[config.mk]
export PLATFORM = sky130hd
export DESIGN_NAME = mem_port_arbiter
export DESIGN_NICKNAME = d
export VERILOG_FILES = /design/src/rtl/mem_port_arbiter.sv
export SDC_FILE = /design/constraint.sdc
export NUM_CORES = 1
export LEC_CHECK = 0
export BUFFER_PORTS_ARGS = -buffer_cell sky130_fd_sc_hd__buf_2
export CAP_MARGIN = 25
export CORE_ASPECT_RATIO = 1.4
export CORE_MARGIN = 2
export CORE_UTILIZATION = 41
export DETAILED_ROUTE_END_ITERATION = 12
export PLACE_DENSITY = 0.85
export RECOVER_POWER = 100
export SLEW_MARGIN = 15
export SYNTH_ARGS = -nofsm -noshare
export SYNTH_HDL_FRONTEND = slang
export SYNTH_SLANG_ARGS = --single-unit
[constraint.sdc]
create_clock -name clk -period 2.24 [get_ports clk]
set_input_delay 0.56 -clock clk [delete_from_list [all_inputs] [get_ports clk]]
set_output_delay 0.56 -clock clk [all_outputs]
set_load 0.05 [all_outputs]
[src/rtl/mem_port_arbiter.sv]
// Serialises data (MA) and fetch (IF) accesses onto one memory port and freezes the pipeline meanwhile.
// Latency 1+Ld+Li cycles, then one release cycle. Optional counters: define MEM_PORT_ARBITER_PERF_EN.
module mem_port_arbiter #(
    parameter int ADDR_W = 32,
    parameter int DATA_W = 32
) (
    input  logic              clk,
    input  logic              rst,
    input  logic              imem_req,
    input  logic [ADDR_W-1:0] imem_addr,
    output logic [DATA_W-1:0] imem_rdata,
    input  logic [3:0]        dmem_read,
    input  logic [2:0]        dmem_write,
    input  logic [ADDR_W-1:0] dmem_addr,
    input  logic [DATA_W-1:0] dmem_wdata,
    output logic [DATA_W-1:0] dmem_rdata,
    output logic              busywait,
    output logic              mem_read,
    output logic              mem_write,
    output logic [2:0]        mem_size,
    output logic [ADDR_W-1:0] mem_addr,
    output logic [DATA_W-1:0] mem_wdata,
    input  logic [DATA_W-1:0] mem_rdata,
    input  logic              mem_ready
`ifdef MEM_PORT_ARBITER_PERF_EN
    ,
    output logic [31:0]       perf_stall_cycles,
    output logic [31:0]       perf_dacc,
    output logic [31:0]       perf_iacc
`endif
);

    typedef enum logic [1:0] {IDLE, D_ACC, I_ACC, RELEASE} state_t;

    state_t            state, next_state;
    logic              data_pend;
    logic              busy_raw;
    logic              nxt_read, nxt_write;
    logic [2:0]        nxt_size;
    logic [ADDR_W-1:0] nxt_addr;
    logic [DATA_W-1:0] nxt_wdata;

    assign data_pend = dmem_read[3] | dmem_write[2];

    always_ff @(posedge clk or negedge rst) begin
        if (!rst) state <= IDLE;
        else      state <= next_state;
    end

    always_comb begin
        next_state = state;
        case (state)
            IDLE:    if (data_pend)     next_state = D_ACC;
                     else if (imem_req) next_state = I_ACC;
            D_ACC:   if (mem_ready)     next_state = imem_req ? I_ACC : RELEASE;
            I_ACC:   if (mem_ready)     next_state = RELEASE;
            RELEASE: next_state = IDLE;
            default: next_state = IDLE;
        endcase
    end

    // Port controls are computed from the state being entered so they are registered
    // on entry and re-sampled every cycle the access is held.
    always_comb begin
        nxt_read  = 1'b0;
        nxt_write = 1'b0;
        nxt_size  = mem_size;
        nxt_addr  = mem_addr;
        nxt_wdata = mem_wdata;
        busy_raw  = 1'b0;
        case (next_state)
            D_ACC: begin
                nxt_write = dmem_write[2];
                nxt_read  = ~dmem_write[2];
                nxt_addr  = dmem_addr;
                nxt_wdata = dmem_wdata;
                nxt_size  = dmem_write[2] ? {1'b0, dmem_write[1:0]} : dmem_read[2:0];
            end
            I_ACC: begin
                nxt_read = 1'b1;
                nxt_addr = imem_addr;
                nxt_size = 3'b010;
            end
            default: ;
        endcase
        case (state)
            IDLE:          busy_raw = imem_req | data_pend;
            D_ACC, I_ACC:  busy_raw = 1'b1;
            default:       busy_raw = 1'b0;
        endcase
    end

    // Gated by reset so the pipeline is released the moment reset asserts.
    assign busywait = rst & busy_raw;

    always_ff @(posedge clk or negedge rst) begin
        if (!rst) begin
            mem_read   <= 1'b0;
            mem_write  <= 1'b0;
            mem_size   <= '0;
            mem_addr   <= '0;
            mem_wdata  <= '0;
            imem_rdata <= '0;
            dmem_rdata <= '0;
        end else begin
            mem_read  <= nxt_read;
            mem_write <= nxt_write;
            mem_size  <= nxt_size;
            mem_addr  <= nxt_addr;
            mem_wdata <= nxt_wdata;
            if (state == D_ACC && mem_ready && mem_read)
                dmem_rdata <= mem_rdata;
            if (state == I_ACC && mem_ready)
                imem_rdata <= mem_rdata;
        end
    end

`ifdef MEM_PORT_ARBITER_PERF_EN
    always_ff @(posedge clk or negedge rst) begin
        if (!rst) begin
            perf_stall_cycles <= '0;
            perf_dacc         <= '0;
            perf_iacc         <= '0;
        end else begin
            if (busywait)                      perf_stall_cycles <= perf_stall_cycles + 32'd1;
            if (state == D_ACC && mem_ready)   perf_dacc         <= perf_dacc + 32'd1;
            if (state == I_ACC && mem_ready)   perf_iacc         <= perf_iacc + 32'd1;
        end
    end
`endif

endmodule
==> metrics <==
CP cell instances=buf_4 > buf_4 > ha_2 > nor3b_2 > clkbuf_16; htree depth=4; wire per inst=16.27 µm; grt ovf=0; Max Clk Rate=0.4504 GHz; final hold viol count=0; GRT met1 Usage=21.06%; number of antenna violations at the first check in global routing=0; DP Worst Slack=-90.39 ps; Least-Margin Pin Slew=1803 ps; GRT Total Usage=19.45%; Die W=101.6 µm; clock sink total=135; area grow syn2layout=40.30%; initial core utilization=42.29%; Clk Latency, worst-skew pair=400 ps; final worst slack=19.63 ps; core region area=12940 µm²; gr busiest metal=met2; YS warnings=0; DR vias=4231; vias in the first global route=4572; gpl congestion=0.8892; vias per cell=4.863; Max Root-Sink Buffers=2; critical path class=flip-flop to primary output; final setup fails=0; Worst setup SP type=flip-flop; RSZ-0062 raised after global routing=yes; cell count of the worst hold path=2; clk root buf=clkbuf_16; slowest CP cell=dfrtp_1; Post-DP Area=7171 µm²; HPWL Detailed=10730 µm; min Tclk post-route=2220 ps; ANT nets after route=0; first-pass GRT wire length=21640 µm; met3 usage in global routing=5.503%; TritonCTS clock tree=built; CP dominant cell by count=buf_4; Max Cap Violations=1; Yosys reg bits=135; relative slew slack=-20.17%; Placed Instances=835; num rows=49; layout cells sized above 1=42.77%; post-synthesis sequential area ratio=61.76%; failing checks=capacitance limit, slew limit; Post-Syn Area per Cell=13.95 µm²; clk_skew=8.124 ps; fin crit share=99.12%; Crit. End Element=primary output; Hold WS=386.0 ps; Slew Limit Fails=136; largest net degree at the start of global routing=136; post-route cell area=7675 µm²; TritonRoute pass-1 iters=4; class of the worst hold path=primary input to flip-flop; cts bufs inserted=17; n_diodes=0; Filler Cells Inserted=1084; Crit Path Max Fanout=2; Die Y=140.7 µm; slowest stage delay, CP=390 ps; GR Util met2=34.76%; post-synthesis net count=539; Reg clk slew, reported paths=60 ps; Cell Count, Final, Fillers Out=870; WL final=14150 µm; Ports=273; Worst EP arrival=1660 ps; nets@finish=826; status=complete, but fails checks; mapped cell area=5470 µm²; Data required, critical path=1680 ps; Synth Instances=392; R2R depth=8; IO Port Bufs=272; drt drc=0; Die Footprint=14290 µm²; initial drt markers=132; post-synth cell types=24
[logic make-up (layout without fill, tap and decap cells)]
logic type	after synthesis	after routing	synth area share (%)
AO/OA/AOI/OAI	45	45	4.689
adder cells (fa/ha/maj)	8	8	1.830
buffers and inverters	27	327	2.333
flip-flops	135	135	61.76
multiplexers	129	129	25.80
AND/OR/NAND/NOR	48	48	3.591
[per-stage QoR]
| step | setup TNS, ps | util, % |
|---|---|---|
| finish | 0 | 59.33 |
| global route | -1743 | 59.33 |
| CTS | -17.32 | 60.37 |
| detailed placement | -3443 | 55.43 |
| global placement | 0 | 55.43 |
| floorplan | -2536 | - |
[metal layers]
layer / part of all wire, % / vias up
met1: 37 / 2042
li1: - / 1952
met5: 0 / -
met2: 53 / 209
met3: 7.9 / 28
met4: 2.3 / 0
[final timing paths]
check / slack [ps] / end / startpoint
hold reg to reg: 480 / mem_size[0] / mem_size[0]
setup reg to reg: 60 / mem_wdata[12] / state[1]
setup / recovery: 20 / busywait / state[0]
min in group asynchronous: 770 / dmem_rdata[0] / rst
hold / removal: 390 / mem_wdata[4] / dmem_wdata[4]
max in group asynchronous: 320 / mem_addr[8] / rst
[cells in the final DEF (no fill, tap or decap), types with 2 or more instances in the layout]
cell type	count
o21ai_0	33
mux2_2	96
inv_2	2
dfrtp_1	135
clkinv_2	2
nand2_1	38
ha_4	3
ha_2	2
inv_1	2
ha_1	3
o31ai_1	2
buf_12	4
clkbuf_1	135
nor2_1	4
buf_2	137
buf_4	9
inv_6	5
clkbuf_16	18
o21a_1	2
clkinvlp_4	2
bufinv_16	3
mux2i_1	33
clkbuf_2	3
[cell usage after synthesis]
cell,number,area [µm²]
mux2_2,96,1081
nor2b_1,1,6.260
o21ai_0,33,165.2
o31a_1,1,8.760
buf_4,3,22.52
or3_1,1,6.260
a211oi_1,1,7.510
nor2_1,4,15.01
a21oi_1,2,10.01
mux2i_1,33,330.3
a221o_1,1,10.01
and2_1,1,6.260
dfrtp_1,135,3378
o41ai_1,1,8.760
o31ai_1,3,22.52
o21a_1,2,15.01
nand3_1,1,5.000
nor3b_1,2,15.01
clkbuf_1,8,30.03
buf_2,12,60.06
nand2_1,38,142.6
ha_1,8,100.1
inv_1,4,15.01
a221oi_1,1,8.760
[repair_timing]
action / in CTS / in global routing
hold buffers: 0 / 0
setup endpoints to repair: 65 / 69
setup buffers: 1 / 2
pin swaps: 1 / 4
gates resized for setup: 6 / 11
[flip-flops by register name, indices dropped and copies added, names as in the netlist]
name / count
mem_read: 1
mem_addr: 32
dmem_rdata: 32
imem_rdata: 32
mem_wdata: 32
state: 2
mem_write: 1
mem_size: 3
[area by class of cell]
cell class | instances | area, µm² | area share (%)
Clock buffer | 19 | 442.9 | 5.771
Sequential cell | 135 | 3378 | 44.02
Clock inverter | 13 | 167.7 | 2.185
Timing Repair Buffer | 291 | 1410 | 18.37
Tap cell | 178 | 222.7 | 2.902
Inverter | 4 | 15.01 | 0.1956
Multi-Input combinational cell | 230 | 2038 | 26.56
[worst max-delay path: cells and delay by family (launching register included)]
family	cells	cell delay (ps)
adder cells (fa/ha/maj)	1	170
buffers and inverters	3	460
flip-flops	1	390
AND/OR/NAND/NOR	1	230
Power is left out: the tool's default activity adds up to more than one toggle a clock period on the data nets, which glitch-free logic cannot reach.
